## config.mk

```make
export PLATFORM = sky130hd
export DESIGN_NAME = conv_layer_sched_flat
export DESIGN_NICKNAME = d
export VERILOG_FILES = /design/src/rtl/conv_layer_sched_if.sv /design/src/rtl/conv_layer_sched.sv /design/src/flat_wrapper.sv
export SDC_FILE = /design/constraint.sdc
export NUM_CORES = 1
export LEC_CHECK = 0
export BUFFER_PORTS_ARGS = -buffer_cell sky130_fd_sc_hd__buf_2
export CAP_MARGIN = 20
export CORE_MARGIN = 4
export CORE_UTILIZATION = 37
export CTS_CLUSTER_DIAMETER = 150
export DETAILED_ROUTE_END_ITERATION = 8
export GPL_ROUTABILITY_DRIVEN = 0
export MAX_ROUTING_LAYER = met4
export PLACE_DENSITY = 0.77
export REMOVE_ABC_BUFFERS = 1
export SETUP_SLACK_MARGIN = 0.1
export SLEW_MARGIN = 20
export SYNTH_ARGS = -nofsm -noshare
export SYNTH_HDL_FRONTEND = slang
export SYNTH_SLANG_ARGS = --single-unit
```

## constraint.sdc

```tcl
create_clock -name clk -period 2.25 [get_ports clk]
set_clock_uncertainty 0.15 [all_clocks]
set_input_delay 0.225 -clock clk [delete_from_list [all_inputs] [get_ports clk]]
set_output_delay 0.225 -clock clk [all_outputs]
set_load 0.1 [all_outputs]
```

## src/rtl/conv_layer_sched_if.sv

```systemverilog
// Control, engine handshake and shared layer-memory port bundle for conv_layer_sched.
// The master modport is the scheduler's view; slave is the host/engine/memory side.
interface conv_layer_sched_if;
  logic        ready;
  logic        busy;
  logic        err;
  logic        viol;
  logic        ksel;

  logic        conv_start;
  logic        pool_start;
  logic        flat_start;
  logic        conv_done;
  logic        pool_done;
  logic        flat_done;

  logic        conv_cwr;
  logic [11:0] conv_caddr_wr;
  logic [19:0] conv_cdata_wr;

  logic        pool_crd;
  logic [11:0] pool_caddr_rd;
  logic        pool_cwr;
  logic [11:0] pool_caddr_wr;
  logic [19:0] pool_cdata_wr;
  logic        pool_wph;

  logic        flat_crd;
  logic [11:0] flat_caddr_rd;
  logic        flat_cwr;
  logic [11:0] flat_caddr_wr;
  logic [19:0] flat_cdata_wr;
  logic        flat_src;
  logic        flat_wph;

  logic        cwr;
  logic [11:0] caddr_wr;
  logic [19:0] cdata_wr;
  logic        crd;
  logic [11:0] caddr_rd;
  logic [2:0]  csel;

  modport master (
    input  ready, conv_done, pool_done, flat_done,
    input  conv_cwr, conv_caddr_wr, conv_cdata_wr,
    input  pool_crd, pool_caddr_rd, pool_cwr, pool_caddr_wr, pool_cdata_wr, pool_wph,
    input  flat_crd, flat_caddr_rd, flat_cwr, flat_caddr_wr, flat_cdata_wr, flat_src, flat_wph,
    output busy, err, viol, ksel, conv_start, pool_start, flat_start,
    output cwr, caddr_wr, cdata_wr, crd, caddr_rd, csel
  );

  modport slave (
    output ready, conv_done, pool_done, flat_done,
    output conv_cwr, conv_caddr_wr, conv_cdata_wr,
    output pool_crd, pool_caddr_rd, pool_cwr, pool_caddr_wr, pool_cdata_wr, pool_wph,
    output flat_crd, flat_caddr_rd, flat_cwr, flat_caddr_wr, flat_cdata_wr, flat_src, flat_wph,
    input  busy, err, viol, ksel, conv_start, pool_start, flat_start,
    input  cwr, caddr_wr, cdata_wr, crd, caddr_rd, csel
  );
endinterface

```

## src/rtl/conv_layer_sched.sv

```systemverilog
// Sequences conv/pool/flatten engines over both kernels and arbitrates the single
// layer-memory port to whichever engine owns the current stage.
module conv_layer_sched #(
  parameter int TIMEOUT = 20000,
  parameter int TW      = 15
) (
  input logic                 clk,
  input logic                 reset,
  conv_layer_sched_if.master  bus
);

  typedef enum logic [2:0] {ST_IDLE, ST_START, ST_WAIT, ST_FIN, ST_ERR} state_t;
  typedef enum logic [2:0] {L0K0, L0K1, L1K0, L1K1, L2}                 stage_t;
  typedef enum logic [1:0] {ENG_CONV, ENG_POOL, ENG_FLAT}               eng_t;

  state_t        state, state_nx;
  stage_t        stage, stage_nx;
  logic [TW-1:0] wdog, wdog_nx, wdog_inc;
  logic          busy_q, busy_nx;
  logic          err_q, err_nx;
  logic          viol_q, viol_nx;

  eng_t eng;
  logic port_on;
  logic act_done;
  logic stray_req;

  function automatic stage_t next_stage(input stage_t s);
    case (s)
      L0K0:    return L0K1;
      L0K1:    return L1K0;
      L1K0:    return L1K1;
      default: return L2;
    endcase
  endfunction

  assign port_on  = (state == ST_START) || (state == ST_WAIT);
  assign wdog_inc = wdog + 1'b1;

  // NOTE: every combinational output gets a default before any branch, so no path
  // can leave a value unassigned and infer a latch.
  always_comb begin
    eng       = ENG_FLAT;
    act_done  = 1'b0;
    stray_req = 1'b0;
    case (stage)
      L0K0, L0K1: eng = ENG_CONV;
      L1K0, L1K1: eng = ENG_POOL;
      default:    eng = ENG_FLAT;
    endcase
    case (eng)
      ENG_CONV: begin
        act_done  = bus.conv_done;
        stray_req = bus.pool_crd | bus.pool_cwr | bus.flat_crd | bus.flat_cwr;
      end
      ENG_POOL: begin
        act_done  = bus.pool_done;
        stray_req = bus.conv_cwr | bus.flat_crd | bus.flat_cwr;
      end
      default: begin
        act_done  = bus.flat_done;
        stray_req = bus.conv_cwr | bus.pool_crd | bus.pool_cwr;
      end
    endcase
  end

  always_comb begin
    state_nx = state;
    stage_nx = stage;
    wdog_nx  = wdog;
    err_nx   = err_q;
    viol_nx  = viol_q | (port_on & stray_req);
    case (state)
      ST_IDLE, ST_ERR: begin
        if (bus.ready) begin
          state_nx = ST_START;
          stage_nx = L0K0;
          err_nx   = 1'b0;
          viol_nx  = 1'b0;
        end
      end
      ST_START: begin
        wdog_nx  = '0;
        state_nx = ST_WAIT;
      end
      ST_WAIT: begin
        wdog_nx = wdog_inc;
        // A done in the final allowed cycle takes priority over the watchdog.
        if (act_done) begin
          if (stage == L2) begin
            state_nx = ST_FIN;
          end else begin
            stage_nx = next_stage(stage);
            state_nx = ST_START;
          end
        end else if (wdog_inc == TW'(TIMEOUT)) begin
          state_nx = ST_ERR;
          err_nx   = 1'b1;
        end
      end
      default: state_nx = ST_IDLE;
    endcase
    busy_nx = (state_nx == ST_START) || (state_nx == ST_WAIT) || (state_nx == ST_FIN);
  end

  // NOTE: state registers use non-blocking assignments so every flop samples the
  // pre-edge values regardless of statement order.
  always_ff @(posedge clk) begin
    if (reset) begin
      state  <= ST_IDLE;
      stage  <= L0K0;
      wdog   <= '0;
      busy_q <= 1'b0;
      err_q  <= 1'b0;
      viol_q <= 1'b0;
    end else begin
      state  <= state_nx;
      stage  <= stage_nx;
      wdog   <= wdog_nx;
      busy_q <= busy_nx;
      err_q  <= err_nx;
      viol_q <= viol_nx;
    end
  end

  assign bus.busy = busy_q;
  assign bus.err  = err_q;
  assign bus.viol = viol_q;
  assign bus.ksel = (stage == L0K1) || (stage == L1K1);

  assign bus.conv_start = (state == ST_START) && (eng == ENG_CONV);
  assign bus.pool_start = (state == ST_START) && (eng == ENG_POOL);
  assign bus.flat_start = (state == ST_START) && (eng == ENG_FLAT);

  // Only the owning engine reaches the port; inactive requests are dropped here.
  always_comb begin
    bus.cwr      = 1'b0;
    bus.caddr_wr = '0;
    bus.cdata_wr = '0;
    bus.crd      = 1'b0;
    bus.caddr_rd = '0;
    bus.csel     = 3'b000;
    if (port_on) begin
      case (eng)
        ENG_CONV: begin
          bus.cwr      = bus.conv_cwr;
          bus.caddr_wr = bus.conv_caddr_wr;
          bus.cdata_wr = bus.conv_cdata_wr;
          bus.csel     = (stage == L0K1) ? 3'b010 : 3'b001;
        end
        ENG_POOL: begin
          bus.cwr      = bus.pool_cwr;
          bus.caddr_wr = bus.pool_caddr_wr;
          bus.cdata_wr = bus.pool_cdata_wr;
          bus.crd      = bus.pool_crd;
          bus.caddr_rd = bus.pool_caddr_rd;
          bus.csel     = 3'b001 + {1'b0, bus.pool_wph, 1'b0} + {2'b00, stage == L1K1};
        end
        default: begin
          bus.cwr      = bus.flat_cwr;
          bus.caddr_wr = bus.flat_caddr_wr;
          bus.cdata_wr = bus.flat_cdata_wr;
          bus.crd      = bus.flat_crd;
          bus.caddr_rd = bus.flat_caddr_rd;
          bus.csel     = bus.flat_wph ? 3'b101 : (3'b011 + {2'b00, bus.flat_src});
        end
      endcase
    end
  end

endmodule

```

## src/flat_wrapper.sv

```systemverilog
// flat-port wrapper written by rule: the top's interface ports become plain ports
module conv_layer_sched_flat 
#(
  parameter int TIMEOUT = 20000,
  parameter int TW      = 15
)
  (clk, reset, bus_ready, bus_conv_done, bus_pool_done, bus_flat_done, bus_conv_cwr, bus_conv_caddr_wr, bus_conv_cdata_wr, bus_pool_crd, bus_pool_caddr_rd, bus_pool_cwr, bus_pool_caddr_wr, bus_pool_cdata_wr, bus_pool_wph, bus_flat_crd, bus_flat_caddr_rd, bus_flat_cwr, bus_flat_caddr_wr, bus_flat_cdata_wr, bus_flat_src, bus_flat_wph, bus_busy, bus_err, bus_viol, bus_ksel, bus_conv_start, bus_pool_start, bus_flat_start, bus_cwr, bus_caddr_wr, bus_cdata_wr, bus_crd, bus_caddr_rd, bus_csel);
  conv_layer_sched_if bus_i ();
  input logic clk;
  input logic reset;
  input wire logic [$bits(bus_i.ready)-1:0] bus_ready;
  input wire logic [$bits(bus_i.conv_done)-1:0] bus_conv_done;
  input wire logic [$bits(bus_i.pool_done)-1:0] bus_pool_done;
  input wire logic [$bits(bus_i.flat_done)-1:0] bus_flat_done;
  input wire logic [$bits(bus_i.conv_cwr)-1:0] bus_conv_cwr;
  input wire logic [$bits(bus_i.conv_caddr_wr)-1:0] bus_conv_caddr_wr;
  input wire logic [$bits(bus_i.conv_cdata_wr)-1:0] bus_conv_cdata_wr;
  input wire logic [$bits(bus_i.pool_crd)-1:0] bus_pool_crd;
  input wire logic [$bits(bus_i.pool_caddr_rd)-1:0] bus_pool_caddr_rd;
  input wire logic [$bits(bus_i.pool_cwr)-1:0] bus_pool_cwr;
  input wire logic [$bits(bus_i.pool_caddr_wr)-1:0] bus_pool_caddr_wr;
  input wire logic [$bits(bus_i.pool_cdata_wr)-1:0] bus_pool_cdata_wr;
  input wire logic [$bits(bus_i.pool_wph)-1:0] bus_pool_wph;
  input wire logic [$bits(bus_i.flat_crd)-1:0] bus_flat_crd;
  input wire logic [$bits(bus_i.flat_caddr_rd)-1:0] bus_flat_caddr_rd;
  input wire logic [$bits(bus_i.flat_cwr)-1:0] bus_flat_cwr;
  input wire logic [$bits(bus_i.flat_caddr_wr)-1:0] bus_flat_caddr_wr;
  input wire logic [$bits(bus_i.flat_cdata_wr)-1:0] bus_flat_cdata_wr;
  input wire logic [$bits(bus_i.flat_src)-1:0] bus_flat_src;
  input wire logic [$bits(bus_i.flat_wph)-1:0] bus_flat_wph;
  output wire logic [$bits(bus_i.busy)-1:0] bus_busy;
  output wire logic [$bits(bus_i.err)-1:0] bus_err;
  output wire logic [$bits(bus_i.viol)-1:0] bus_viol;
  output wire logic [$bits(bus_i.ksel)-1:0] bus_ksel;
  output wire logic [$bits(bus_i.conv_start)-1:0] bus_conv_start;
  output wire logic [$bits(bus_i.pool_start)-1:0] bus_pool_start;
  output wire logic [$bits(bus_i.flat_start)-1:0] bus_flat_start;
  output wire logic [$bits(bus_i.cwr)-1:0] bus_cwr;
  output wire logic [$bits(bus_i.caddr_wr)-1:0] bus_caddr_wr;
  output wire logic [$bits(bus_i.cdata_wr)-1:0] bus_cdata_wr;
  output wire logic [$bits(bus_i.crd)-1:0] bus_crd;
  output wire logic [$bits(bus_i.caddr_rd)-1:0] bus_caddr_rd;
  output wire logic [$bits(bus_i.csel)-1:0] bus_csel;
  assign bus_i.ready = bus_ready;
  assign bus_i.conv_done = bus_conv_done;
  assign bus_i.pool_done = bus_pool_done;
  assign bus_i.flat_done = bus_flat_done;
  assign bus_i.conv_cwr = bus_conv_cwr;
  assign bus_i.conv_caddr_wr = bus_conv_caddr_wr;
  assign bus_i.conv_cdata_wr = bus_conv_cdata_wr;
  assign bus_i.pool_crd = bus_pool_crd;
  assign bus_i.pool_caddr_rd = bus_pool_caddr_rd;
  assign bus_i.pool_cwr = bus_pool_cwr;
  assign bus_i.pool_caddr_wr = bus_pool_caddr_wr;
  assign bus_i.pool_cdata_wr = bus_pool_cdata_wr;
  assign bus_i.pool_wph = bus_pool_wph;
  assign bus_i.flat_crd = bus_flat_crd;
  assign bus_i.flat_caddr_rd = bus_flat_caddr_rd;
  assign bus_i.flat_cwr = bus_flat_cwr;
  assign bus_i.flat_caddr_wr = bus_flat_caddr_wr;
  assign bus_i.flat_cdata_wr = bus_flat_cdata_wr;
  assign bus_i.flat_src = bus_flat_src;
  assign bus_i.flat_wph = bus_flat_wph;
  assign bus_busy = bus_i.busy;
  assign bus_err = bus_i.err;
  assign bus_viol = bus_i.viol;
  assign bus_ksel = bus_i.ksel;
  assign bus_conv_start = bus_i.conv_start;
  assign bus_pool_start = bus_i.pool_start;
  assign bus_flat_start = bus_i.flat_start;
  assign bus_cwr = bus_i.cwr;
  assign bus_caddr_wr = bus_i.caddr_wr;
  assign bus_cdata_wr = bus_i.cdata_wr;
  assign bus_crd = bus_i.crd;
  assign bus_caddr_rd = bus_i.caddr_rd;
  assign bus_csel = bus_i.csel;
  conv_layer_sched #(.TIMEOUT(TIMEOUT), .TW(TW)) u_core (.clk(clk), .reset(reset), .bus(bus_i));
endmodule
```

Word level (Yosys, flattened, before mapping)
Index checks and enable logic that the tools add are counted.

Shift operators: 0. Multiply operators: 0. Add/sub/neg operators: 4. Bitwise operators: 9. $lt $le $gt $ge: 0. Multiplexer cells: 34. Eq/ne operators: 18. Div/mod/pow operators: 0. Reduce and logical (&&, ||, !) cells: 17.

Operators with widths (number): $pmux 12 s2 (2); $pmux 20 s2 (1); $pmux 15 s2 (1); $mux 12 (2); $mux 3 (8); $mux 20 (1); $pmux 3 s3 (2); $add 15x1->15 const B (1); $eq 15x15->1 const B (1); $eq 3x2->1 const B (5); $pmux 3 s2 (2); $pmux 1 s2 (5); $eq 3x1->1 const B (3); $ne 2x2->1 const B (4); $or 1x1->1 (8); $reduce_and 4->1 (2); $mux 1 (7); $eq 3x3->1 const B (2); $logic_not 3->1 (2); $reduce_or 2->1 (3); $logic_or 1x1->1 (4); $mux 2 (2); $pmux 2 s2 (1); $reduce_bool 2->1 (2); 9 further kinds (11).

Word-level logic and storage cells: 88. Memories kept: 0. Bits in writable memories: 0. Latch bits: 0. Bits of input ports: 134. Bits in read-only memories: 0. Register bits after elaboration: 24. Output and inout bits: 56.

Depth between registers and ports, before layout
Gate-level depths: netlist (run 1).

Depth in word-level cells: 10. Gate-level depth with buffers: 7. Depth with buffers taken out: 7.

Worst setup path before layout (run 1)
OpenSTA, ideal clock, no wires.

Kind: flip-flop to output port. Start: register u_core.stage[2]. End: output bus_csel[2]. Cell stages (with the launch flop): 7. Data arrival time: 3874 ps. Path slack: -1999 ps. Data required time: 1875 ps. Path buffers: 1. Cells stage by stage: dfxtp_1 -> clkbuf_1 -> nor2b_1 -> and2_1 -> ha_1 -> nand2_1 -> a21oi_1.

Word-level cells in the longest chain between the ends: 6. Elaborated cells on any way between the ends: 12. Those cells by class: add/sub (1); eq/ne (4); mux (3); reduce/logical (4).

RTL lines: from (decl) (line conv_layer_sched.sv:17) `stage_t stage, stage_nx;`; from (signal assigned) (line conv_layer_sched.sv:118) `stage <= stage_nx;`; $eq 3x2->1 (tied with other cells) (line conv_layer_sched.sv:46) `case (stage)`; $reduce_or 2->1 (line conv_layer_sched.sv:46); $pmux 2 s2 (line conv_layer_sched.sv:46); $eq 2x1->1 / $logic_not 2->1 (equally long branches) (line conv_layer_sched.sv:144) `case (eng)`; $pmux 3 s2 (*) (line conv_layer_sched.sv:144); $mux 3 (*) (line conv_layer_sched.sv:143) `if (port_on) begin`; to (decl) (line flat_wrapper.sv:43) `output wire logic [$bits(bus_i.csel)-1:0] bus_csel;`.

Every way passes the cells marked *; elsewhere a longest branch is shown, timed or not.

Worst setup path after layout (run 1)
Start: register u_core.stage[0]. End: output bus_csel[1].

Word-level cells in the longest chain between the ends: 6. Elaborated cells on any way between the ends: 13. Those cells by class: add/sub (1); eq/ne (4); mux (4); reduce/logical (4).

RTL lines (line): $eq 3x2->1 (tied with other cells) (conv_layer_sched.sv:46); $reduce_or 2->1 (conv_layer_sched.sv:46); $pmux 2 s2 (conv_layer_sched.sv:46); $eq 2x1->1 / $logic_not 2->1 (equally long branches) (conv_layer_sched.sv:144); $pmux 3 s2 (*) (conv_layer_sched.sv:144); $mux 3 (*) (conv_layer_sched.sv:143).

Marks and branches as above.

==> out/results.txt, run 1 <==
RR Endpoint: u_core.bus.busy$_SDFF_PP0_
Hold path startpoint: bus_ready
Clk_lat worst skew: 0.27 ns
Synth Area in XOR/XNOR: 0.0106
Iteration count of the initial detailed-routing pass: 5
Clock share of power: 0.222
Layout area overhead: 59.6%
WHS Path Cells: 4
Combinational share of power: 0.519
Period utilization: 0.953
Yosys warns: 0
Starting DRT DRC Count: 212
Post-synthesis mux area share: 0.147
Mapped Cells: 376
Place WS: 0.0523 ns
Placed insts: 622
Critical path cell sequence: nor2b_4, and2_4, ha_4, mux2_4, o21ai_2, nor2_1, buf_6
Initial Utilization: 0.385
Setup crit start kind: register
Tot Pwr: 1.70 mW
Yosys cell types: 50
Sequential fraction of the synthesis area: 0.195
Rel. slew slack: 0.669
Crit-path max cell delay: 0.36 ns
Layout Nets: 690
RSZ-0062 raised after global routing: yes
Wire per inst: 17.0 um
Vias in the first global route: 3180
Peak supply drop: 250 uV
Port Buffers: 189
Crit path capture type: primary output
Max_cap viols: 0
Area contributors post-synth: dfxtp_1 (19%), nor2_1 (17%), mux2i_1 (13%)
Pint: 926 uW
Fillers: 569
Pleak: 1.74 nW
Ports: 190
Global-route wire length before repair: 15900 um
Die width: 89.7 um
CTS Sinks: 24
Final Hold Viols: 0
Final setup violation count: 0
Worst EP required: 1.88 ns
Cell taking the most area after synthesis: dfxtp_1
Reg-to-reg slack, setup: 0.18 ns
Fin crit period: 2.15 ns
Largest net degree at the start of global routing: 50
Worst path bufs/invs: 1
Most frequent cells in the layout: buf_2 (140), nor2_1 (110), buf_4 (50)
Layout cells sized above 1: 0.439
Largest family of logic cells by synthesized area: simple AND/OR/NAND/NOR gates
Syn Area/Cell: 6.57 um^2
Critical R2R Launch: u_core.wdog[0]$_SDFFE_PP0P_
Compound-gate portion of the synthesized area: 0.255
EDFF count, synth: 0
Commonest non-fill, non-tap cell in the layout: buf_2
Vias: 3441
Pwr dens: 430 nW/um^2
CTS tree: yes
Post-synthesis adder-cell area fraction: 0.0101
DR vias/cell: 5.46
Slowest-stage cell, CP: dfxtp_4
Initial antenna violation count: 0
DR DRC count: 0
Hold_buf cts: 0
Die Ht: 89.7 um
Max Clk Rate: 0.466 GHz
FP Rows: 29
Gr ovfl total: 0
Switch Pwr: 771 uW
Min-Delay Path Class: primary input to register
Yosys reg bits: 24
CP delay by family, top: flip-flops
Pins Over Slew Limit: 0
Routed Antenna Nets: 0
WHS: 0.131 ns
Ant. Diodes: 0
CP Class: register to primary output
Syn Std Cell Area: 2470 um^2
Post-Synth Simple-Gate Area: 0.317
Status: finished, final reports clean
Total CTS buffers: 3
Ys flop type: dfxtp_1
Sequential power share: 0.259
Hold endpoint: u_core.stage[2]$_SDFFE_PP0P_
Post-synthesis async set-or-reset flop share: 0
Post-Route WL: 10700 um
Clock-pin slew on the worst setup and hold paths: 0.08 ns
Reg2reg path depth: 7
Arr. time, crit path: 1.77 ns
Layout Cells excl Fill: 630
Die area: 8050 um^2
All-Layer GR Usage: 0.240
# H-tree levels: 1
Core area: 6420 um^2
Final worst slack: 0.105 ns
Worst-Margin Slew: 0.501 ns
Clock buffer depth: 2
Yosys top cell area share: 0.195
Multi-input logic area: 1940 um^2
Reg area: 505 um^2
Switching Share: 0.454
Worst Path Max Fanout: 3
HPWL after DPL: 7950 um
Setup TNS: 0 ns
Clk root buf: clkbuf_8
-- worst min-delay path, stage by stage --
cell and delay (ns):
buf_2 0.11, nand2_1 0.06, a32oi_1 0.05, nor2_1 0.07
-- cells in the mapped netlist, types with 3 or more instances --
master    number
nand2_1       19
mux2i_1       33
a311oi_1       7
inv_1          4
and2_1         3
nand4_1        3
a21oi_1       48
nand2b_1       4
nor3_1         8
a22oi_1       16
o21ai_0       10
and3_1         4
nor2_1       111
dfxtp_1       24
a31oi_1        6
clkbuf_1      25
nand3_1        5
-- stage by stage --
stage | utilization | area, um^2
floorplan | - | 2320
global placement | 0.548 | 3520
detailed placement | 0.548 | 3520
CTS | 0.580 | 3720
global route | 0.614 | 3940
finish | 0.614 | 3940
-- layout make-up --
| class | count | area share |
|---|---|---|
| clock buffers | 3 | 0.0105 |
| clock inverters | 1 | 0.00762 |
| inverters | 4 | 0.00381 |
| multi-input cells | 316 | 0.493 |
| flip-flops and latches | 24 | 0.128 |
| well taps | 77 | 0.0244 |
| repair buffers | 205 | 0.332 |
-- repair_timing --
item	CTS	global route
pin swaps	0	10
endpoints found under the setup margin	50	51
buffers inserted	0	3
gates resized for setup	53	42
gates cloned	0	1
-- per-layer routing --
metal	vias to the layer above	GRT usage	share of wire	routed length, um
li1	1695	-	-	-
met1	1569	0.266	0.38	4040
met2	148	0.431	0.52	5520
met3	29	0.0568	0.079	846
met4	0	0.0651	0.026	276
met5	-	-	0	0
-- worst max-delay path by stage --
stage	startpoint	to	slack (ns)	cells past startpoint
4_1_cts	u_core.stage[0]$_SDFFE_PP0P_	bus_csel[1]	0.03	7
5_1_grt	u_core.wdog[1]$_SDFFE_PP0P_	u_core.state[1]$_SDFF_PP0_	0.01	7
3_5_place_dp	u_core.wdog[0]$_SDFFE_PP0P_	u_core.state[1]$_SDFF_PP0_	0.05	6
6_report	u_core.stage[0]$_SDFFE_PP0P_	bus_csel[1]	0.10	7
3_3_place_gp	u_core.wdog[0]$_SDFFE_PP0P_	u_core.state[1]$_SDFF_PP0_	0.12	6
2_1_floorplan	u_core.stage[2]$_SDFFE_PP0P_	bus_csel[0]	-3.62	2
-- registers in the layout (all words and copies together) (netlist names) --
name and cells:
u_core.bus.viol 1, u_core.bus.err 1, u_core.stage 3, u_core.bus.busy 1
u_core.wdog 15, u_core.state 3
-- logic make-up (layout without fill, tap and decap cells) --
group,count (synthesis),in the layout
buf+inv,36,213
fa+ha+maj,2,2
compound gates,102,102
flops,24,24
xor+xnor,3,3
mux,36,36
simple gates,173,173
-- power by group through the flow --
stage,registers (mW),clock network [mW],logic (mW)
after CTS,0.440,0.382,0.837
final,0.439,0.376,0.881
after floorplan,0.474,0,0.525
after detailed placement,0.449,0,0.805
after global placement,0.448,0,0.798
after global routing,0.440,0.403,0.925
(Power assumes the default switching activity.)
==> run 2: changes to the inputs <==
--- a/config.mk
+++ b/config.mk
@@ -7,13 +7,15 @@
 export LEC_CHECK = 0
 export BUFFER_PORTS_ARGS = -buffer_cell sky130_fd_sc_hd__buf_2
 export CAP_MARGIN = 20
+export CELL_PAD_IN_SITES_DETAIL_PLACEMENT = 1
+export CELL_PAD_IN_SITES_GLOBAL_PLACEMENT = 2
 export CORE_MARGIN = 4
-export CORE_UTILIZATION = 37
+export CORE_UTILIZATION = 17
 export CTS_CLUSTER_DIAMETER = 150
 export DETAILED_ROUTE_END_ITERATION = 8
 export GPL_ROUTABILITY_DRIVEN = 0
 export MAX_ROUTING_LAYER = met4
-export PLACE_DENSITY = 0.77
+export PLACE_DENSITY = 0.76
 export REMOVE_ABC_BUFFERS = 1
 export SETUP_SLACK_MARGIN = 0.1
 export SLEW_MARGIN = 20
==> out/results.txt, run 2 (same netlist as run 1, synthesis figures left out) <==
Biggest register: u_core.wdog (unchanged)
Min-Delay Path Class: primary input to register (unchanged)
Multi-input logic area: 1920 um^2 (was 1940 um^2)
Die area: 16500 um^2 (was 8050 um^2)
Gr ovfl total: 0 (unchanged)
Peak supply drop: 224 uV (was 250 uV)
Period utilization: 0.933 (was 0.953)
DR DRC count: 0 (unchanged)
WHS: 0.160 ns (was 0.131 ns)
RSZ-0062 raised after global routing: yes (unchanged)
FP Rows: 43 (was 29)
Die width: 129 um (was 89.7 um)
CP Class: register to primary output (unchanged)
Die Ht: 129 um (was 89.7 um)
All-Layer GR Usage: 0.139 (was 0.240)
Rel. slew slack: 0.655 (was 0.669)
Arr. time, crit path: 1.72 ns (was 1.77 ns)
Clock buffer depth: 2 (unchanged)
Setup TNS: 0 ns (unchanged)
Switch Pwr: 807 uW (was 771 uW)
Switching Share: 0.434 (was 0.454)
Reg area: 498 um^2 (was 505 um^2)
# H-tree levels: 1 (unchanged)
Worst-Margin Slew: 0.521 ns (was 0.501 ns)
Post-Route WL: 12600 um (was 10700 um)
Total CTS buffers: 3 (unchanged)
Clk root buf: clkbuf_16 (was clkbuf_8)
Slowest-stage cell, CP: dfxtp_4 (unchanged)
Clock share of power: 0.228 (was 0.222)
Max_cap viols: 0 (unchanged)
Largest register FFs: 15 (unchanged)
Layout Nets: 693 (was 690)
Reg2reg path depth: 6 (was 7)
Final Hold Viols: 0 (unchanged)
Wire per inst: 17.1 um (was 17.0 um)
Most frequent cells in the layout: buf_2 (137), nor2_1 (105), buf_12 (52) (was buf_2 (140), nor2_1 (110), buf_4 (50))
Max Clk Rate: 0.476 GHz (was 0.466 GHz)
Iteration count of the initial detailed-routing pass: 4 (was 5)
DR vias/cell: 4.71 (was 5.46)
Routed Antenna Nets: 0 (unchanged)
CTS Sinks: 24 (unchanged)
Layout cells sized above 1: 0.441 (was 0.439)
Leading registers by flop count: u_core.wdog x15, u_core.stage x3, u_core.state x3 (unchanged)
Starting DRT DRC Count: 161 (was 212)
HPWL after DPL: 10200 um (was 7950 um)
Pleak: 1.88 nW (was 1.74 nW)
Global-route wire length before repair: 18100 um (was 15900 um)
Sequential power share: 0.235 (was 0.259)
Fin crit period: 2.10 ns (was 2.15 ns)
Clk_lat worst skew: 0.26 ns (was 0.27 ns)
Combinational share of power: 0.537 (was 0.519)
CTS tree: yes (unchanged)
Layout Cells excl Fill: 736 (was 630)
Fillers: 1698 (was 569)
Port Buffers: 189 (unchanged)
Final core occ: 0.331 (was 0.614)
Status: finished, final reports clean (unchanged)
Largest net degree at the start of global routing: 94 (was 50)
Pwr dens: 400 nW/um^2 (was 430 nW/um^2)
Pint: 1.05 mW (was 926 uW)
Setup crit start kind: register (unchanged)
Ant. Diodes: 0 (unchanged)
Worst EP required: 1.88 ns (about the same)
Placed insts: 730 (was 622)
Fin area: 4650 um^2 (was 3940 um^2)
Crit-path max cell delay: 0.37 ns (was 0.36 ns)
Commonest non-fill, non-tap cell in the layout: buf_2 (unchanged)
Critical path cell sequence: nor2b_4, and2_4, ha_4, mux2_4, o21ai_2, nor2_2, buf_12 (was nor2b_4, and2_4, ha_4, mux2_4, o21ai_2, nor2_1, buf_6)
Ports: 190 (unchanged)
DP Area: 4400 um^2 (was 3520 um^2)
Initial antenna violation count: 0 (unchanged)
Clock-pin slew on the worst setup and hold paths: 0.06 ns (was 0.08 ns)
Layout area overhead: 88.3% (was 59.6%)
WHS Path Cells: 4 (unchanged)
Vias: 3466 (was 3441)
Worst Path Max Fanout: 3 (unchanged)
Core area: 14000 um^2 (was 6420 um^2)
Final setup violation count: 0 (unchanged)
Vias in the first global route: 3448 (was 3180)
Pins Over Slew Limit: 0 (unchanged)
Crit path capture type: primary output (unchanged)
Initial Utilization: 0.176 (was 0.385)
==> run 2: cell count changes in the layout (fill, tap and decap cells not counted), moves of 3 or more <==
cell       before  now
buf_4          50   16
clkbuf_16       1    4
buf_6           7    0
buf_2         140  137
nor2_2          1    6
buf_12          5   52
nor2_1        110  105
==> run 2: path summary, 6_finish.rpt <==
path	startpoint	end	slack, ns
min	bus_ready	u_core.stage[2]$_SDFFE_PP0P_	0.16
min reg2reg	u_core.bus.err$_SDFFE_PP0P_	u_core.bus.err$_SDFFE_PP0P_	0.37
max reg2reg	u_core.wdog[0]$_SDFFE_PP0P_	u_core.state[1]$_SDFF_PP0_	0.20
max	u_core.stage[2]$_SDFFE_PP0P_	bus_csel[1]	0.15
==> run 2: final cells by class <==
cell class	instances	share of cell area
Multi-Input combinational cell	316	0.412
Timing Repair Buffer	208	0.410
Sequential cell	24	0.107
Tap cell	180	0.0484
Clock buffer	4	0.0191
Inverter	4	0.00323
==> run 2: layer usage <==
metal  up-vias  global-route usage  wire length (um)
li1       1707                   -                 -
met3         8              0.0245               784
met1      1646               0.153              4990
met4         0              0.0111                82
met5         -                   -                 0
met2       105               0.269              6720
==> run 2: repair_timing <==
action / in CTS / in global routing
hold buffers: 0 / 0
pin swaps: 0 / 8
gates resized for setup: 7 / 30
buffers inserted: 0 / 1
gates cloned: 0 / 1
setup endpoints to repair: 6 / 20
==> run 2: power groups by stage <==
stage	clock [mW]	combinational (mW)	sequential (mW)
floorplan	0	0.525	0.474
global placement	0	0.983	0.448
detailed placement	0	0.996	0.448
CTS	0.438	1.00	0.439
global route	0.452	1.05	0.438
finish	0.425	0.998	0.437
==> run 2: worst max-delay path, delay by kind of cell (launching register included) <==
kind	cells	cell delay [ns]
buffers and inverters	1	0.16
AO/OA/AOI/OAI	1	0.14
AND/OR/NAND/NOR	3	0.34
multiplexers	1	0.26
adder cells (fa/ha/maj)	1	0.19
flip-flops	1	0.37
==> run 2: through the flow <==
| stage | setup WS [ns] | power, mW |
|---|---|---|
| finish | 0.150 | 1.86 |
| global route | 0.0546 | 1.94 |
| CTS | 0.0588 | 1.88 |
| detailed placement | 0.0564 | 1.44 |
| global placement | 0.121 | 1.43 |
| floorplan | -3.62 | 0.999 |
==> run 3: changes to the inputs <==
--- a/config.mk
+++ b/config.mk
@@ -17,7 +17,6 @@
 export MAX_ROUTING_LAYER = met4
 export PLACE_DENSITY = 0.76
 export REMOVE_ABC_BUFFERS = 1
-export SETUP_SLACK_MARGIN = 0.1
 export SLEW_MARGIN = 20
 export SYNTH_ARGS = -nofsm -noshare
 export SYNTH_HDL_FRONTEND = slang
==> constraint.sdc (replaced) <==
create_clock -name clk -period 1.9 [get_ports clk]
set_clock_uncertainty 0.15 [all_clocks]
set_input_delay 0.19 -clock clk [delete_from_list [all_inputs] [get_ports clk]]
set_output_delay 0.19 -clock clk [all_outputs]
set_load 0.1 [all_outputs]
==> out/results.txt, run 3 (same netlist as run 1, synthesis figures left out) <==
Reg2reg path depth: 6 (unchanged)
Hold path startpoint: reset (was bus_ready)
Largest net degree at the start of global routing: 31 (was 94)
Commonest non-fill, non-tap cell in the layout: buf_2 (unchanged)
CTS Sinks: 24 (unchanged)
Initial Utilization: 0.176 (unchanged)
Vias in the first global route: 4017 (was 3448)
Fillers: 1596 (was 1698)
Period utilization: 1.07
WHS: 0.130 ns (was 0.160 ns)
Worst-Margin Slew: 0.510 ns (was 0.521 ns)
Clock buffer depth: 2 (unchanged)
Status: finished with violations (was finished, final reports clean)
Gr ovfl total: 0 (unchanged)
Worst Path Max Fanout: 6 (was 3)
# H-tree levels: 1 (unchanged)
Largest register FFs: 15 (unchanged)
Final worst slack: -0.139 ns (was 0.150 ns)
Final Hold Viols: 0 (unchanged)
Initial antenna violation count: 3 (was 0)
Max_cap viols: 0 (unchanged)
DR DRC count: 0 (unchanged)
Hold endpoint: u_core.state[0]$_SDFF_PP0_ (was u_core.stage[2]$_SDFFE_PP0P_)
Vias: 3831 (was 3466)
Critical R2R Launch: u_core.wdog[0]$_SDFFE_PP0P_ (unchanged)
Layout Nets: 743 (was 693)
Pleak: 2.31 nW (was 1.88 nW)
Arr. time, crit path: 1.70 ns (was 1.72 ns)
Most frequent cells in the layout: buf_2 (136), buf_12 (61), nor2_1 (59) (was buf_2 (137), nor2_1 (105), buf_12 (52))
Starting DRT DRC Count: 144 (was 161)
CP Class: register to primary output (unchanged)
Port Buffers: 189 (unchanged)
Die area: 16500 um^2 (unchanged)
Final core occ: 0.427 (was 0.331)
Setup crit start kind: register (unchanged)
Die Ht: 129 um (unchanged)
Leading registers by flop count: u_core.wdog x15, u_core.stage x3, u_core.state x3 (unchanged)
Peak supply drop: 289 uV (was 224 uV)
Reg area: 504 um^2 (was 498 um^2)
Fin crit period: 2.04 ns
Core area: 14000 um^2 (unchanged)
Crit path capture type: primary output (unchanged)
Ports: 190 (unchanged)
Post-Route WL: 15300 um (was 12600 um)
Pwr dens: 439 nW/um^2 (was 400 nW/um^2)
Layout area overhead: 143% (was 88.3%)
Wire per inst: 19.4 um (was 17.1 um)
RR Endpoint: u_core.state[1]$_SDFF_PP0_ (unchanged)
Biggest register: u_core.wdog (unchanged)
Global-route wire length before repair: 21300 um (was 18100 um)
Reg-to-reg slack, setup: -0.10 ns (was 0.20 ns)
Routed Antenna Nets: 0 (unchanged)
Fin area: 6000 um^2 (was 4650 um^2)
Final setup violation count: 44 (was 0)
Hold_buf cts: 0 (unchanged)
Pins Over Slew Limit: 0 (unchanged)
Max Clk Rate: 0.490 GHz
Setup TNS: -2.94 ns (was 0 ns)
DR vias/cell: 4.86 (was 4.71)
FP Rows: 43 (unchanged)
Clk root buf: clkbuf_16 (unchanged)
Clk_lat worst skew: 0.27 ns (was 0.26 ns)
WHS Path Cells: 2 (was 4)
Multi-input logic area: 2560 um^2 (was 1920 um^2)
Failing checks: setup timing
Iteration count of the initial detailed-routing pass: 4 (unchanged)
Die width: 129 um (unchanged)
Layout cells sized above 1: 0.667 (was 0.441)
All-Layer GR Usage: 0.165 (was 0.139)
Min-Delay Path Class: primary input to register (unchanged)
HPWL after DPL: 10800 um (was 10200 um)
RSZ-0062 raised after global routing: yes (unchanged)
Clock-pin slew on the worst setup and hold paths: 0.07 ns (was 0.06 ns)
Worst EP required: 1.56 ns (was 1.88 ns)
Total CTS buffers: 3 (unchanged)
CTS tree: yes (unchanged)
DP Area: 4630 um^2 (was 4400 um^2)
Rel. slew slack: 0.662 (was 0.655)
Tot Pwr: 2.64 mW (was 1.86 mW)
run 3: changes by cell type in the layout (fill, tap and decap cells not counted), moves of 14 or more:
cell | before | now
a21oi_2 | 1 | 27
nor2_1 | 105 | 59
buf_4 | 16 | 44
a21oi_1 | 47 | 20
nor2_4 | 0 | 32
nor2_2 | 6 | 20
run 3: layout make-up:
type                       count  share of cell area
clock buffer                   3              0.0125
timing repair buffer         258               0.431
tap                          180              0.0375
clock inverter                 1             0.00501
antenna                        3             0.00125
sequential                    24              0.0840
inverter                       4             0.00250
multi-input combinational    316               0.426
run 3: how the worst max path moves through the flow:
stage                                            start                    endpoint  slack, ns  cells past startpoint
after floorplan           u_core.stage[2]$_SDFFE_PP0P_                 bus_csel[0]      -3.93                      2
after global placement     u_core.wdog[0]$_SDFFE_PP0P_  u_core.state[1]$_SDFF_PP0_      -0.14                      6
after detailed placement   u_core.wdog[0]$_SDFFE_PP0P_  u_core.state[1]$_SDFF_PP0_      -0.25                      7
after CTS                 u_core.stage[0]$_SDFFE_PP0P_                 bus_csel[1]      -0.14                      7
after global routing       u_core.wdog[4]$_SDFFE_PP0P_  u_core.state[1]$_SDFF_PP0_      -0.20                      7
final                       u_core.state[1]$_SDFF_PP0_                 bus_csel[0]      -0.14                      6
run 3: stage by stage:
step | setup slack, ns | std cells
2_1_floorplan | -3.93 | 344
3_3_place_gp | -0.145 | 756
3_5_place_dp | -0.250 | 756
4_1_cts | -0.143 | 780
5_1_grt | -0.205 | 789
6_report | -0.139 | 789
run 3: what timing repair did:
| item | 4_1_cts | 5_1_grt |
|---|---|---|
| endpoints found under the hold margin | 0 | 0 |
| buffers inserted | 13 | 5 |
| gates resized for setup | 116 | 103 |
| gates cloned | 7 | 2 |
| pin swaps | 25 | 27 |
| setup endpoints to repair | 56 | 65 |
run 3: worst max-delay path, stage by stage, from the launching register on:
cell	delay (ns)
dfxtp_2	0.34
nand2b_4	0.14
a21o_4	0.28
buf_12	0.16
a311oi_2	0.18
buf_4	0.16
buf_12	0.16
run 3: where the power goes:
group | switching [mW] | internal (mW) | total, mW
Clock | 0.208 | 0.420 | 0.627
Sequential | 0.00909 | 0.510 | 0.519
Combinational | 0.911 | 0.579 | 1.49
Total | 1.13 | 1.51 | 2.64
run 3: routing by layer:
metal | part of all wire | vias up | GRT usage
met1 | 0.37 | 1862 | 0.174
met3 | 0.055 | 22 | 0.0253
met2 | 0.55 | 129 | 0.316
met5 | 0 | - | -
li1 | - | 1818 | -
met4 | 0.025 | 0 | 0.0457
